$ cat src/rtl/conv_pkg.sv
// Shared widths, state encoding and word types for the convolution row adapter.
package conv_pkg;

    localparam int ROW_BYTES = 32;
    localparam int RES_COUNT = 30;
    localparam int PIX_W     = 8;
    localparam int RES_W     = 18;

    localparam int ROW_W   = ROW_BYTES * PIX_W;
    localparam int BYTE_CW = $clog2(ROW_BYTES);
    localparam int IDX_W   = $clog2(RES_COUNT);

    typedef enum logic [1:0] {
        ST_FILL  = 2'd0,
        ST_KICK  = 2'd1,
        ST_WAIT  = 2'd2,
        ST_DRAIN = 2'd3
    } adapter_state_e;

    typedef logic signed [RES_W-1:0] res_word_t;

    typedef logic [RES_COUNT-1:0][RES_W-1:0] res_array_t;

endpackage

$ cat src/rtl/conv_result_serializer.sv
// Captures the engine result array and streams it out one word per accepted beat.
// Optional ReLU on the output words is enabled by defining CONV_ADAPTER_RELU_EN.
module conv_result_serializer
    import conv_pkg::*;
(
    input  logic                                clk,
    input  logic                                rst_n,
    input  logic                                capture,
    input  logic [RES_COUNT-1:0][RES_W-1:0]     conv_result,
    input  logic                                out_ready,
    output logic signed [RES_W-1:0]             out_data,
    output logic                                out_valid,
    output logic                                out_last,
    output logic                                drain_done
);

    localparam logic [IDX_W-1:0] LAST_IDX = IDX_W'(RES_COUNT - 1);

    // Valid/ready: a word transfers on a rising edge where out_valid && out_ready;
    // while out_valid is high and out_ready low, out_data/out_last/out_valid hold.

    function automatic res_word_t shape_word(input res_word_t w);
`ifdef CONV_ADAPTER_RELU_EN
        return w[RES_W-1] ? res_word_t'(0) : w;
`else
        return w;
`endif
    endfunction

    logic [RES_COUNT-1:0][RES_W-1:0] res_buf_q, res_buf_d;
    logic [IDX_W-1:0]                idx_q, idx_d;
    logic signed [RES_W-1:0]         out_data_q, out_data_d;
    logic                            out_valid_q, out_valid_d;
    logic                            out_last_q, out_last_d;

    always_comb begin
        res_buf_d   = res_buf_q;
        idx_d       = idx_q;
        out_data_d  = out_data_q;
        out_valid_d = out_valid_q;
        out_last_d  = out_last_q;

        if (capture) begin
            res_buf_d   = conv_result;
            idx_d       = '0;
            out_valid_d = 1'b1;
            out_data_d  = shape_word(conv_result[0]);
            out_last_d  = 1'b0;
        end else if (out_valid_q && out_ready) begin
            if (out_last_q) begin
                idx_d       = '0;
                out_valid_d = 1'b0;
                out_data_d  = '0;
                out_last_d  = 1'b0;
            end else begin
                idx_d      = idx_q + 1'b1;
                out_data_d = shape_word(res_buf_q[idx_d]);
                out_last_d = (idx_d == LAST_IDX);
            end
        end
    end

    always_ff @(posedge clk or negedge rst_n) begin
        if (!rst_n) begin
            res_buf_q   <= '0;
            idx_q       <= '0;
            out_data_q  <= '0;
            out_valid_q <= 1'b0;
            out_last_q  <= 1'b0;
        end else begin
            res_buf_q   <= res_buf_d;
            idx_q       <= idx_d;
            out_data_q  <= out_data_d;
            out_valid_q <= out_valid_d;
            out_last_q  <= out_last_d;
        end
    end

    assign out_data   = out_data_q;
    assign out_valid  = out_valid_q;
    assign out_last   = out_last_q;
    assign drain_done = out_valid_q && out_ready && out_last_q;

endmodule

$ cat src/rtl/conv_row_adapter.sv
// Packs 32 pixel bytes into a row, kicks the convolution engine and drains its 30 results.
// Output ReLU is selected at build time with CONV_ADAPTER_RELU_EN (see conv_result_serializer).
module conv_row_adapter
    import conv_pkg::*;
#(
    parameter int TIMEOUT_CYCLES = 256
) (
    input  logic                                clk,
    input  logic                                rst_n,
    input  logic [PIX_W-1:0]                    in_data,
    input  logic                                in_valid,
    output logic                                in_ready,
    output logic                                conv_start,
    output logic [ROW_W-1:0]                    conv_row,
    input  logic                                conv_done,
    input  logic [RES_COUNT-1:0][RES_W-1:0]     conv_result,
    output logic signed [RES_W-1:0]             out_data,
    output logic                                out_valid,
    input  logic                                out_ready,
    output logic                                out_last,
    output logic                                timeout_err,
    output logic [1:0]                          dbg_state
);

    localparam int                 WAIT_CW   = $clog2(TIMEOUT_CYCLES + 1);
    localparam logic [WAIT_CW-1:0] WAIT_LAST = WAIT_CW'(TIMEOUT_CYCLES - 1);
    localparam logic [BYTE_CW-1:0] BYTE_LAST = BYTE_CW'(ROW_BYTES - 1);

    adapter_state_e     state_q, state_d;
    logic [BYTE_CW-1:0] byte_cnt_q, byte_cnt_d;
    logic [WAIT_CW-1:0] wait_cnt_q, wait_cnt_d;
    logic [ROW_W-1:0]   conv_row_q, conv_row_d;
    logic               in_ready_q, in_ready_d;
    logic               conv_start_q, conv_start_d;
    logic               timeout_err_q, timeout_err_d;

    logic accept;
    logic capture;
    logic drain_done;

    // in_ready_q is only ever high in FILL, so this also gates in_valid elsewhere.
    assign accept = in_valid && in_ready_q;

    always_comb begin
        state_d       = state_q;
        byte_cnt_d    = byte_cnt_q;
        wait_cnt_d    = wait_cnt_q;
        conv_row_d    = conv_row_q;
        timeout_err_d = 1'b0;
        capture       = 1'b0;

        case (state_q)
            ST_FILL: begin
                if (accept) begin
                    conv_row_d[int'(byte_cnt_q) * PIX_W +: PIX_W] = in_data;
                    if (byte_cnt_q == BYTE_LAST) begin
                        byte_cnt_d = '0;
                        state_d    = ST_KICK;
                    end else begin
                        byte_cnt_d = byte_cnt_q + 1'b1;
                    end
                end
            end
            ST_KICK: begin
                wait_cnt_d = '0;
                state_d    = ST_WAIT;
            end
            ST_WAIT: begin
                // A completion in the final allowed cycle still wins over the timeout.
                if (conv_done) begin
                    capture    = 1'b1;
                    wait_cnt_d = '0;
                    state_d    = ST_DRAIN;
                end else if (wait_cnt_q == WAIT_LAST) begin
                    timeout_err_d = 1'b1;
                    wait_cnt_d    = '0;
                    byte_cnt_d    = '0;
                    state_d       = ST_FILL;
                end else begin
                    wait_cnt_d = wait_cnt_q + 1'b1;
                end
            end
            ST_DRAIN: begin
                if (drain_done) begin
                    byte_cnt_d = '0;
                    state_d    = ST_FILL;
                end
            end
            default: state_d = ST_FILL;
        endcase

        in_ready_d   = (state_d == ST_FILL);
        conv_start_d = (state_d == ST_KICK);
    end

    always_ff @(posedge clk or negedge rst_n) begin
        if (!rst_n) begin
            state_q       <= ST_FILL;
            byte_cnt_q    <= '0;
            wait_cnt_q    <= '0;
            conv_row_q    <= '0;
            in_ready_q    <= 1'b0;
            conv_start_q  <= 1'b0;
            timeout_err_q <= 1'b0;
        end else begin
            state_q       <= state_d;
            byte_cnt_q    <= byte_cnt_d;
            wait_cnt_q    <= wait_cnt_d;
            conv_row_q    <= conv_row_d;
            in_ready_q    <= in_ready_d;
            conv_start_q  <= conv_start_d;
            timeout_err_q <= timeout_err_d;
        end
    end

    conv_result_serializer u_serializer (
        .clk         (clk),
        .rst_n       (rst_n),
        .capture     (capture),
        .conv_result (conv_result),
        .out_ready   (out_ready),
        .out_data    (out_data),
        .out_valid   (out_valid),
        .out_last    (out_last),
        .drain_done  (drain_done)
    );

    assign in_ready    = in_ready_q;
    assign conv_start  = conv_start_q;
    assign conv_row    = conv_row_q;
    assign timeout_err = timeout_err_q;
    assign dbg_state   = state_q;

endmodule

$ cat config.mk
export PLATFORM = sky130hd
export DESIGN_NAME = conv_row_adapter
export DESIGN_NICKNAME = d
export VERILOG_FILES = /design/src/rtl/conv_pkg.sv /design/src/rtl/conv_result_serializer.sv /design/src/rtl/conv_row_adapter.sv
export SDC_FILE = /design/constraint.sdc
export NUM_CORES = 2
export LEC_CHECK = 0
export ABC_AREA = 0
export CORE_AREA = 2 2 327 329
export CTS_CLUSTER_SIZE = 40
export DETAILED_ROUTE_END_ITERATION = 8
export DIE_AREA = 0 0 329 331
export PLACE_DENSITY = 0.67
export SLEW_MARGIN = 15
export SYNTH_ARGS = -nofsm -noshare
export SYNTH_HDL_FRONTEND = slang
export SYNTH_SLANG_ARGS = --single-unit
$ cat constraint.sdc
create_clock -name clk -period 4.4 [get_ports clk]
set_input_delay 0.66 -clock clk [delete_from_list [all_inputs] [get_ports clk]]
set_output_delay 0.66 -clock clk [all_outputs]
set_load 0.01 [all_outputs]
==> summary.md <==
| Metric | Value |
|---|---|
| Compound-Gate Fraction of Synth Area | `4.92%` |
| Setup Fix Bufs, Post-CTS | `0` |
| Die boundary height | `331 um` |
| Routed length per instance | `22.5 um` |
| Chip width | `329 um` |
| Number of standard-cell rows in the floorplan | `119` |
| Number of fillers in the final layout | `9750` |
| Number of buffers inserted during clock tree synthesis | `92` |
| Maximum fanout count along the critical path | `14` |
| Core area | `0.105 mm^2` |
| Kind of end point of the critical path | `flip-flop` |
| Post-Synth Simple-Gate Area | `24.0%` |
| Smallest hold slack | `-0.0287 ns` |
| Largest family of logic cells by synthesized area | `simple AND/OR/NAND/NOR gates` |
| Share of flip-flops with an asynchronous set or reset | `100%` |
| Fin crit period | `3.20 ns` |
| Pin count of the biggest net entering global routing | `168` |
| Clock transition time at the flip-flop clock pins of the worst setup and hold paths | `0.07 ns` |
| Outcome | `finished, violations left` |
| Total routed wirelength | `138 mm` |
| Mean cell area of the mapped netlist | `9.54 um^2` |
| Multiplexer area fraction after synthesis | `10.3%` |
| Path type of the worst setup path | `reg2reg` |
| Clock tree buffer depth | `3` |
| Type of the tightest min-delay check | `in2async` |
| Max-cap violations | `0` |
| Maximum level of the CTS H-tree | `3` |
| Number of vias per cell after detailed routing | `5.01` |
| Power Density | `657 mW/mm^2` |
| Reported leakage power | `0.0231 uW` |
| Clock latency of the later-clocked register in the worst-skew pair | `0.68 ns` |
| Setup repair after global routing missed its margin | `no` |
| 1st-iter DRT viols | `2704` |
| Final setup violation count | `0` |
| Clock tree from TritonCTS | `done` |
| Slew at the pin with the worst max-slew slack | `1.17 ns` |
| Setup tns final | `0 ns` |
| Total number of vias | `30618` |
| Count of cell types in the netlist | `59` |
| Post-Synthesis Cell Area | `0.0368 mm^2` |
| Peak supply drop | `0.000407 V` |
| Post-route DRC violation count | `0` |
| Post-synth net total | `4424` |
| Worst Path Arrival | `3.74 ns` |
| Clock sinks | `840` |
| Number of warning messages in the yosys log | `0` |
| Post_cts resized | `0` |
| Synthesis-to-layout area growth | `35.2%` |
| Remaining global-route overflow | `0` |
| CP required | `4.95 ns` |
| Number of buffer cells added on primary ports | `833` |
| Clock root cell | `clkbuf_16` |
| First-pass iteration count of the detailed router | `6` |
| Fin nets | `5190` |
| Final weighted congestion in routability-driven placement | `0.878` |
| Number of hold buffers added after CTS | `0` |
| Leading cell type in the layout, fill and taps excluded | `nand2_1` |
| Final period utilization | `72.7%` |
| Ports placed on the boundary | `834` |
| Violations in the final reports | `hold timing` |
| Synthesized-area fraction occupied by xor and xnor cells | `0.262%` |
| Commonest non-fill, non-tap cells in the layout | `nand2_1 (2035), dfrtp_1 (839), clkdlybuf4s50_1 (832)` |
| Ys flop type | `dfrtp_1` |
| Detail Route Antenna Nets | `0` |
| Initial Utilization | `35.1%` |
| EDFF count, synth | `0` |
| Via count of the first global-routing pass | `30423` |
| Share of cells above drive strength 1 | `9.00%` |
| Adder-cell share of the synthesized area | `0.408%` |
| Placed wire-length estimate after detailed placement | `104 mm` |
| Number of hold-slack violations in the final timing report | `9` |
| Overall global routing resource usage | `24.9%` |
| Maximum clock frequency | `0.313 GHz` |
| Global-route wire length before repair | `201 mm` |
| Final Max Tran Viols | `0` |
| Area of the die | `0.109 mm^2` |
| Antenna violations before repair | `50` |
| FF+latch count, synth | `840` |
| Element type at the critical path start | `flip-flop` |
| Seq/Total Area, Yosys | `57.1%` |
| Slew Limit Headroom | `21.3%` |
| Post-Syn Instances | `3859` |
| Largest clock skew in the final design | `0.0238 ns` |
worst max-delay path, cell delays in order, from the launching register on:
cell and delay (ns):
dfrtp_1 0.54, inv_1 0.10, ha_1 0.23, nand2b_1 0.09
nor2_1 0.05, ha_1 0.42, and2_1 0.48, nand2_2 0.26
nor2_2 0.47, mux2_2 0.39
layer usage:
| metal | up-vias | GRT usage (%) | part of all wire, % |
|---|---|---|---|
| li1 | 14107 | - | - |
| met1 | 15007 | 30.7 | 39 |
| met2 | 1175 | 41.7 | 49 |
| met3 | 283 | 6.27 | 7.6 |
| met4 | 46 | 10.4 | 4.4 |
| met5 | - | 0 | 0.22 |
logic make-up (layout without fill, tap and decap cells):
| logic type | Yosys count | after routing |
|---|---|---|
| buf+inv | 243 | 1082 |
| fa+ha+maj | 12 | 12 |
| xor+xnor | 11 | 11 |
| compound gates | 314 | 314 |
| simple gates | 2229 | 2229 |
| other cells | 0 | 22 |
| mux | 210 | 210 |
| flops | 840 | 840 |
flip-flops by register name (all words and copies together) (netlist names), 2 cells and up:
register and flops:
u_serializer.out_data 18, u_serializer.res_buf_q 540, conv_row 256, byte_cnt_q 5, u_serializer.idx_q 5, dbg_state 2
wait_cnt_q 9
cells in the mapped netlist (6+ instances only):
master       n  area share, %
nand2_1   2036             21
dfrtp_1    840             57
o21ai_0    193            2.6
clkbuf_1   158            1.6
mux4_2     126            7.7
nor2_1      54           0.55
a21oi_1     42           0.57
mux2i_1     42            1.1
nand3_1     39           0.53
o31ai_1     37           0.75
buf_2       36           0.49
mux2_2      26           0.80
mux2_4      16           0.65
and2_1      15           0.25
inv_1       15           0.15
or4_1       14           0.29
nor3_1      13           0.18
buf_4       12           0.24
buf_6       12           0.37
ha_1        12           0.41
nand3_4     10           0.48
nand4_1      9           0.15
o221ai_1     9           0.21
buf_1        7          0.071
nand2b_1     7           0.12
xor2_1       6           0.14
final timing paths:
kind                                        startpoint                          end  slack (ns)  cells past startpoint
max                                      byte_cnt_q[0]                 conv_row[40]        1.20                      9
min                                              rst_n  u_serializer.res_buf_q[265]       -0.03                      1
max reg2reg                              byte_cnt_q[0]                 conv_row[40]        1.20                      9
min reg2reg                u_serializer.res_buf_q[110]  u_serializer.res_buf_q[110]        0.47                      2
max in group asynchronous                        rst_n    u_serializer.res_buf_q[6]        3.14                      3
min in group clk           u_serializer.res_buf_q[110]  u_serializer.res_buf_q[110]        0.47                      2
where the power goes:
group | total, uW | leakage, uW | internal (uW) | switching [uW]
logic | 12800 | 0.0107 | 4950 | 7820
clock network | 8000 | 0.00153 | 4640 | 3350
registers | 11900 | 0.0108 | 10300 | 1620
cell type report:
| cell class | count | area, um^2 | share of cell area (%) |
|---|---|---|---|
| Multi-Input combinational cell | 2776 | 14800 | 29.7 |
| Tap cell | 1391 | 1740 | 3.50 |
| Clock inverter | 33 | 418 | 0.840 |
| Inverter | 15 | 56.3 | 0.113 |
| Sequential cell | 840 | 21000 | 42.2 |
| Antenna cell | 22 | 55.1 | 0.111 |
| Clock buffer | 134 | 2700 | 5.43 |
| Timing Repair Buffer | 900 | 9010 | 18.1 |
per-stage QoR:
stage / total power [uW] / worst slack (ns) / utilization (%) / area, um^2 / std cells
final: 32700 / 1.20 / 47.4 / 49800 / 6111
after global routing: 34600 / 0.987 / 47.4 / 49700 / 6105
after CTS: 33000 / 1.21 / 47.4 / 49700 / 6089
after detailed placement: 24900 / 1.06 / 44.4 / 46600 / 5922
after global placement: 24700 / 1.07 / 44.4 / 46600 / 5922
after floorplan: 19400 / 1.12 / - / 36800 / 3859
No activity file was read; power rests on OpenSTA's default activity.
